**src/rtl/cmul_pipe.sv**
```systemverilog
// Pipelined signed complex multiplier y = a*b or a*conj(b), with valid/ready, rounding and overflow flag.
// Define CMUL_SAT_EN to clamp out-of-range components; otherwise they wrap to OUT_W bits.
module cmul_pipe #(
  parameter int IN_W     = 18,
  parameter int OUT_W    = 19,
  parameter int SHIFT    = 16,
  parameter int RND_MODE = 1
) (
  input  logic                    clk_i,
  input  logic                    srst_i,
  input  logic                    valid_i,
  output logic                    ready_o,
  input  logic                    conj_i,
  input  logic signed [IN_W-1:0]  data_a_i_i,
  input  logic signed [IN_W-1:0]  data_a_q_i,
  input  logic signed [IN_W-1:0]  data_b_i_i,
  input  logic signed [IN_W-1:0]  data_b_q_i,
  output logic                    valid_o,
  input  logic                    ready_i,
  output logic signed [OUT_W-1:0] data_i_o,
  output logic signed [OUT_W-1:0] data_q_o,
  output logic                    ovf_o
);

  localparam int STAGES   = 4;
  localparam int PW       = 2*IN_W;
  localparam int SW       = PW + 1;
  localparam int RW       = SW + 1;
  localparam int SHIFT_M1 = (SHIFT > 0) ? SHIFT - 1 : 0;
  localparam logic [RW-1:0] RND_C = (RND_MODE != 0 && SHIFT > 0) ? (RW'(1) << SHIFT_M1) : '0;

  typedef struct packed {
    logic            conj;
    logic [IN_W-1:0] ai;
    logic [IN_W-1:0] aq;
    logic [IN_W-1:0] bi;
    logic [IN_W-1:0] bq;
  } req_t;

  typedef struct packed {
    logic          conj;
    logic [PW-1:0] ii;
    logic [PW-1:0] qq;
    logic [PW-1:0] iq;
    logic [PW-1:0] qi;
  } prod_t;

  logic              en;
  logic [STAGES-1:0] vld_pipe;
  req_t              s1_q;
  prod_t             s2_q;
  logic [1:0][SW-1:0]    sum_d, sum_q;
  logic [1:0][OUT_W-1:0] res;
  logic [1:0]            ovf;

  assign en      = !valid_o || ready_i;
  assign ready_o = en;
  assign valid_o = vld_pipe[STAGES-1];

  // Bubbles travel with the data; nothing collapses, the whole pipe freezes on en=0.
  always_ff @(posedge clk_i) begin
    if (srst_i)  vld_pipe <= '0;
    else if (en) vld_pipe <= {vld_pipe[STAGES-2:0], valid_i};
  end

  always_ff @(posedge clk_i) begin
    if (en && valid_i) begin
      s1_q.conj <= conj_i;
      s1_q.ai   <= data_a_i_i;
      s1_q.aq   <= data_a_q_i;
      s1_q.bi   <= data_b_i_i;
      s1_q.bq   <= data_b_q_i;
    end
  end

  always_ff @(posedge clk_i) begin
    if (en && vld_pipe[0]) begin
      s2_q.conj <= s1_q.conj;
      s2_q.ii   <= PW'($signed(s1_q.ai)) * PW'($signed(s1_q.bi));
      s2_q.qq   <= PW'($signed(s1_q.aq)) * PW'($signed(s1_q.bq));
      s2_q.iq   <= PW'($signed(s1_q.ai)) * PW'($signed(s1_q.bq));
      s2_q.qi   <= PW'($signed(s1_q.aq)) * PW'($signed(s1_q.bi));
    end
  end

  logic signed [SW-1:0] e_ii, e_qq, e_iq, e_qi;
  assign e_ii = SW'($signed(s2_q.ii));
  assign e_qq = SW'($signed(s2_q.qq));
  assign e_iq = SW'($signed(s2_q.iq));
  assign e_qi = SW'($signed(s2_q.qi));

  assign sum_d[0] = s2_q.conj ? (e_ii + e_qq) : (e_ii - e_qq);
  assign sum_d[1] = s2_q.conj ? (e_qi - e_iq) : (e_iq + e_qi);

  // Sums get their own register so the add and the round/clamp chains sit in separate cycles.
  always_ff @(posedge clk_i) begin
    if (en && vld_pipe[1]) sum_q <= sum_d;
  end

  for (genvar g = 0; g < 2; g++) begin : g_rnd
    logic signed [RW-1:0]  rsum, r;
    logic [RW-OUT_W:0]     top;
    assign rsum   = $signed({sum_q[g][SW-1], sum_q[g]}) + $signed(RND_C);
    assign r      = rsum >>> SHIFT;
    // In range only if every bit from the OUT_W sign bit upward agrees.
    assign top    = r[RW-1:OUT_W-1];
    assign ovf[g] = !((&top) || !(|top));
`ifdef CMUL_SAT_EN
    localparam logic [OUT_W-1:0] SAT_MAX = {1'b0, {(OUT_W-1){1'b1}}};
    localparam logic [OUT_W-1:0] SAT_MIN = {1'b1, {(OUT_W-1){1'b0}}};
    assign res[g] = ovf[g] ? (r[RW-1] ? SAT_MIN : SAT_MAX) : r[OUT_W-1:0];
`else
    assign res[g] = r[OUT_W-1:0];
`endif
  end

  always_ff @(posedge clk_i) begin
    if (srst_i) begin
      data_i_o <= '0;
      data_q_o <= '0;
      ovf_o    <= 1'b0;
    end else if (en && vld_pipe[2]) begin
      data_i_o <= res[0];
      data_q_o <= res[1];
      ovf_o    <= |ovf;
    end
  end

endmodule

```
**config.mk**
```make
export PLATFORM = sky130hd
export DESIGN_NAME = cmul_pipe
export DESIGN_NICKNAME = d
export VERILOG_FILES = /design/src/rtl/cmul_pipe.sv
export SDC_FILE = /design/constraint.sdc
export NUM_CORES = 2
export LEC_CHECK = 0
export ABC_AREA = 0
export CAP_MARGIN = 20
export CORE_MARGIN = 4
export CORE_UTILIZATION = 45
export DETAILED_ROUTE_END_ITERATION = 10
export GPL_TIMING_DRIVEN = 1
export MAX_ROUTING_LAYER = met4
export PLACE_DENSITY = 0.71
export SETUP_SLACK_MARGIN = 0.02
export SLEW_MARGIN = 20
export SYNTH_ARGS = -nofsm -noshare
export SYNTH_HDL_FRONTEND = slang
export SYNTH_SLANG_ARGS = --single-unit
```
**constraint.sdc**
```tcl
create_clock -name clk_i -period 14.4 [get_ports clk_i]
set_clock_uncertainty 0.05 [all_clocks]
set_input_delay 2.88 -clock clk_i [delete_from_list [all_inputs] [get_ports clk_i]]
set_output_delay 2.88 -clock clk_i [all_outputs]
set_load 0.01 [all_outputs]
```
Yosys cells after proc, flatten, opt, wreduce, memory -nomap -nowiden
Cells that the tools add are included.
{"block": "word_totals", "reg_bits": 335, "inputBits": 77, "output_inout_bits": 41, "word_cells": 45}
{"block": "op_classes", "add_sub_neg": 6, "multipliers": 4, "muxes": 2, "n_reduce_logical": 17}
{"cell": "$mul A18 B18 Y36", "count": 4}
{"cell": "$add A37 B17 Y38 const B", "count": 2}
{"cell": "$add A36 B36 Y37", "count": 2}
{"cell": "$mux W37", "count": 2}
{"cell": "$sub A36 B36 Y37", "count": 2}
{"cell": "$reduce_and A4 Y1", "count": 2}
{"cell": "$reduce_or A4 Y1", "count": 2}
{"cell": "$logic_not A1 Y1", "count": 5}
{"cell": "$logic_and A1 B1 Y1", "count": 4}
{"cell": "$logic_or A1 B1 Y1", "count": 3}
{"cell": "$reduce_or A2 Y1", "count": 1}

Depth between registers and ports, before layout
{"block": "depth", "depth_word": 6, "mapped_depth": 26, "ltp_nobuf": 24}

Least setup slack after synthesis
Ideal clock, no wire load.
{"block": "synth_path", "path_kind": "input -> register", "startpoint": "in ready_i", "endpoint": "reg s2_q, in the netlist e_ii[0] (enable)", "setup_time_ns": 0.521, "arrival_ns": 6.706, "t_required_ns": 13.829, "path_slack_ns": 7.123, "path_stages": 3, "path_buffers": 1, "cell_sequence": "nand2b_1 > clkbuf_1 > and2_1"}
{"block": "synth_between", "elab_chain_len": 2}
{"element": "start: declaration", "line_no": "19", "source": "input logic ready_i,"}
{"element": "$logic_or A1 B1 Y1", "line_no": "56", "source": "assign en = !valid_o || ready_i;"}
{"element": "named net ready_o", "line_no": "12", "source": "output logic ready_o,"}
{"element": "$logic_and A1 B1 Y1", "line_no": "77", "source": "if (en && vld_pipe[0]) begin"}
{"element": "end: declaration", "line_no": "51", "source": "prod_t s2_q;"}
The timed path passes the listed nets, and every way through them passes these cells.
A chain may end at the register's enable or synchronous reset.

Worst setup path after layout
{"block": "layout_path", "startpoint": "reg s1_q[63] (netlist name)", "endpoint": "reg s2_q, in the netlist e_ii[35], data pin"}
{"block": "layout_between", "elab_chain_len": 1}
{"element": "start: declaration", "line_no": "50", "source": "req_t s1_q;"}
{"element": "$mul A18 B18 Y36", "line_no": "79", "source": "s2_q.ii <= PW'($signed(s1_q.ai)) * PW'($signed(s1_q.bi));"}
Every way passes these cells.

==> flow_summary.html <==
<table>
<tr><th>Metric</th><th>Value</th></tr>
<tr><th colspan="2">Clock network</th></tr>
<tr><td>Number of setup buffers added after CTS</td><td>0</td></tr>
<tr><td># H-tree levels</td><td>2</td></tr>
<tr><td>Total number of clock tree sinks</td><td>305</td></tr>
<tr><td>TritonCTS clock tree</td><td>built</td></tr>
<tr><td>Clock root buffer</td><td>clkbuf_16</td></tr>
<tr><td>CTS buffer count</td><td>44</td></tr>
<tr><td>CTS clk-pin slew, worst paths</td><td>0.06 ns</td></tr>
<tr><td>Count of hold-fix buffers inserted at cts</td><td>0</td></tr>
<tr><td>Clock Latency Late Sink</td><td>0.64 ns</td></tr>
<tr><td>Number of buffers on the longest clock path</td><td>3</td></tr>
<tr><td>Count of instances resized after the clock tree is built</td><td>0</td></tr>
<tr><th colspan="2">STA</th></tr>
<tr><td>Total negative setup slack</td><td>0 ns</td></tr>
<tr><td>RSZ-0062 raised after global routing</td><td>no</td></tr>
<tr><td>Worst max-slew margin expressed relative to the limit</td><td>0.355</td></tr>
<tr><td>Slew at the pin with the worst max-slew slack</td><td>0.968 ns</td></tr>
<tr><td>Final worst setup slack</td><td>6.74 ns</td></tr>
<tr><td>Fin. max-slew vios</td><td>0</td></tr>
<tr><td>Maximum clock frequency</td><td>0.131 GHz</td></tr>
<tr><td>Worst slack on hold paths</td><td>0.374 ns</td></tr>
<tr><td>Final Hold Fails</td><td>0</td></tr>
<tr><td>Setup Viol. Count Final</td><td>0</td></tr>
<tr><td>Post-route fraction of the period consumed by the critical path</td><td>0.532</td></tr>
<tr><td>Final period demand of the worst path</td><td>7.66 ns</td></tr>
<tr><th colspan="2">Floorplanning</th></tr>
<tr><td>Die footprint</td><td>146000 um2</td></tr>
<tr><td># rows</td><td>137</td></tr>
<tr><td>Initial core utilization</td><td>0.452</td></tr>
<tr><td>Chip Width</td><td>382 um</td></tr>
<tr><td>DIE HEIGHT</td><td>382 um</td></tr>
<tr><td>Placeable core region</td><td>139000 um2</td></tr>
<tr><td>Ports</td><td>118</td></tr>
<tr><th colspan="2">Place</th></tr>
<tr><td>Post-Place Worst Slack</td><td>6.80 ns</td></tr>
<tr><td>Placed cell count</td><td>8356</td></tr>
<tr><td>Placed wire-length estimate</td><td>124000 um</td></tr>
<tr><td>Routability cong.</td><td>0.922</td></tr>
<tr><td>PortBufs</td><td>117</td></tr>
<tr><th colspan="2">Outcome</th></tr>
<tr><td>Run status</td><td>complete, no violations</td></tr>
<tr><th colspan="2">Routing</th></tr>
<tr><td>Wire per inst</td><td>19.4 um</td></tr>
<tr><td>Total number of vias</td><td>44700</td></tr>
<tr><td>Total Wirelength</td><td>164000 um</td></tr>
<tr><td>Post-route antenna net violation count</td><td>0</td></tr>
<tr><td>Remaining routing DRC violations</td><td>0</td></tr>
<tr><td>Via-to-Cell Ratio</td><td>5.29</td></tr>
<tr><td>Violation count after the first detailed-routing iteration</td><td>3318</td></tr>
<tr><td>First-pass iteration count of the detailed router</td><td>6</td></tr>
<tr><th colspan="2">Critical path</th></tr>
<tr><td>Kind of start point of the critical path</td><td>register</td></tr>
<tr><td>Launching point of the worst reg2reg path</td><td>s1_q[63]</td></tr>
<tr><td>Critical-path maximum fanout</td><td>19</td></tr>
<tr><td>Setup crit end kind</td><td>register</td></tr>
<tr><td>Worst stage delay on the critical path</td><td>0.96 ns</td></tr>
<tr><td>Cell occurring most often along the worst timing path</td><td>fa_1</td></tr>
<tr><td>WP data arrival</td><td>7.98 ns</td></tr>
<tr><td>Crit Path Class</td><td>reg -&gt; reg</td></tr>
<tr><td>Slowest stage cell on the critical path</td><td>edfxtp_1</td></tr>
<tr><td>CP Data Required Time</td><td>14.72 ns</td></tr>
<tr><td>Register-to-register setup slack</td><td>6.74 ns</td></tr>
<tr><td>Crit path buf inv count</td><td>4</td></tr>
<tr><td>Crit Reg-Reg Endpoint</td><td>e_ii[35]</td></tr>
<tr><td>Cell-by-cell trace of the critical path</td><td>buf_4, nand2_1, fa_1, fa_1, fa_1, inv_1, fa_1, fa_1, inv_1, fa_1, inv_1, ha_1, and2_1, a311oi_1, a2111oi_0, o31ai_1, o21ai_1, o221ai_1, o2111ai_1, a21oi_1, xnor2_1</td></tr>
<tr><td>Cell family contributing the most delay on the critical path</td><td>adder cells</td></tr>
<tr><td>Path depth of the worst reg2reg path</td><td>21</td></tr>
<tr><th colspan="2">Flow run</th></tr>
<tr><td>Number of maximum-capacitance violations</td><td>0</td></tr>
<tr><th colspan="2">Yosys</th></tr>
<tr><td>Yosys warning count</td><td>0</td></tr>
<tr><td>Syn Inst Count</td><td>6570</td></tr>
<tr><td>Cell variety after synth</td><td>86</td></tr>
<tr><td>Post-synthesis sequential area ratio</td><td>0.139</td></tr>
<tr><td>Flops &amp; latches, synth</td><td>305</td></tr>
<tr><td>Synthesized cell area</td><td>63000 um2</td></tr>
<tr><td>Leading register cell type out of synthesis</td><td>edfxtp_1</td></tr>
<tr><td>Post-synth EDFFs</td><td>262</td></tr>
<tr><td>Async set-or-reset flop fraction in the synthesized netlist</td><td>0</td></tr>
<tr><td>Average footprint of a synthesized cell</td><td>9.59 um2</td></tr>
<tr><td>Number of nets produced by synthesis</td><td>8409</td></tr>
<tr><th colspan="2">Hold path</th></tr>
<tr><td>Worst Hold Launch</td><td>s1_q[72]</td></tr>
<tr><td>Destination of the worst hold path</td><td>s2_q[144]</td></tr>
<tr><td>Worst hold stages</td><td>0</td></tr>
<tr><td>Path type of the worst min-delay path</td><td>reg -&gt; reg</td></tr>
<tr><th colspan="2">GRT</th></tr>
<tr><td>Largest net degree at the start of global routing</td><td>75</td></tr>
<tr><td>Wire length of the first global-routing pass</td><td>266000 um</td></tr>
<tr><td>Via count of the first global-routing pass</td><td>48300</td></tr>
<tr><td>Total grt overflow</td><td>0</td></tr>
<tr><td>Global-route usage over all layers</td><td>0.239</td></tr>
<tr><td>Number of antenna violations at the first check in global routing</td><td>9</td></tr>
<tr><th colspan="2">Finish</th></tr>
<tr><td>Proportion of layout cells with a drive suffix above 1</td><td>0.0285</td></tr>
<tr><td>Final-stage net count</td><td>8365</td></tr>
<tr><td>Top library cells by usage in the layout, fill and taps aside</td><td>inv_1 (1550), fa_1 (1316), and2_1 (671), nand2_1 (654), ha_1 (446)</td></tr>
<tr><td>Final cell count without fillers</td><td>8441</td></tr>
<tr><td>Most common cell after layout, fill and taps aside</td><td>inv_1</td></tr>
<tr><td>Synthesis-to-layout area growth</td><td>7.20%</td></tr>
</table>
[cell type report]
type                    count  area, um2
flip-flops and latches    305       8730
multi-input cells        4426      47400
diodes                      4       10.0
repair buffers            198       1780
clock buffers              54       1180
clock inverters            27        289
well taps                1876       2350
inverters                1551       5820
fillers                 12900      71700
[sequential cells by signal (all words and copies together), names as in the netlist]
signal,count
sum_q,44
s2_q,1
s1_q,73
e_qq,36
e_ii,36
e_iq,36
data_i_o,19
data_q_o,19
ovf_o,1
vld_pipe,4
e_qi,36
[stage by stage]
stage | area, um2 | util
floorplan | 63000 | -
CTS | 67500 | 0.485
detailed placement | 66000 | 0.474
finish | 67500 | 0.485
global route | 67500 | 0.485
global placement | 66000 | 0.474
[layer usage]
metal  GRT usage  vias to the layer above  part of all wire
met5           -                        -                 0
met4       0.102                        0             0.052
met3      0.0386                      360             0.076
met2       0.382                     1699              0.47
met1       0.303                    22900              0.41
li1            -                    19700                 -
[worst register-to-register path, delay by kind of cell, from the launching register on]
kind / cells / cell delay, ns
XOR/XNOR: 1 / 0.12
flip-flops: 1 / 0.96
buffers and inverters: 4 / 0.55
AND/OR/NAND/NOR: 2 / 0.36
adder cells (fa/ha/maj): 7 / 3.36
AO/OA/AOI/OAI: 7 / 2.02
[kinds of logic (layout without fill, tap and decap cells)]
family	Yosys count	count (layout)	share of synthesized area
AO/OA/AOI/OAI	523	523	0.0565
XOR/XNOR	278	278	0.0387
adder cells (fa/ha/maj)	1762	1762	0.507
buffers and inverters	1839	1830	0.110
flip-flops	305	305	0.139
multiplexers	6	6	0.000993
other	0	4	0
AND/OR/NAND/NOR	1857	1857	0.149
[cells in the mapped netlist (10+ instances only)]
master,n,area [um2]
o21ai_0,73,365
nor3_1,53,265
or3_1,20,125
nand2b_1,38,238
nand2_1,654,2450
xnor2_1,194,1700
a311oi_1,10,87.6
and3_1,31,194
inv_1,1550,5820
buf_1,10,37.5
nor4_1,10,62.6
fa_1,1316,26300
nand3_1,47,235
o21a_1,36,270
a211oi_1,48,360
xor2_1,84,736
ha_1,446,5580
nor2b_1,20,125
a21oi_1,151,756
a31oi_1,22,138
a21o_1,68,510
o211ai_1,10,75.1
dfxtp_1,43,861
edfxtp_1,262,7870
o21bai_1,18,135
and2_1,675,4220
nor2_1,246,923
clkbuf_1,278,1040
nand4_1,23,144
[worst max-delay path by stage]
stage / from / endpoint / slack (ns) / cells past startpoint
6_report: s1_q[63] / e_ii[35] / 6.74 / 21
4_1_cts: s1_q[63] / e_ii[35] / 6.77 / 21
2_1_floorplan: ready_i / e_ii[0] / 7.12 / 3
5_1_grt: s1_q[63] / e_ii[35] / 6.38 / 21
3_3_place_gp: s1_q[63] / e_ii[35] / 6.86 / 21
3_5_place_dp: s1_q[63] / e_ii[35] / 6.80 / 21
Power is left out: the tool's default activity adds up to more than one toggle a clock period on the data nets, which glitch-free logic cannot reach.
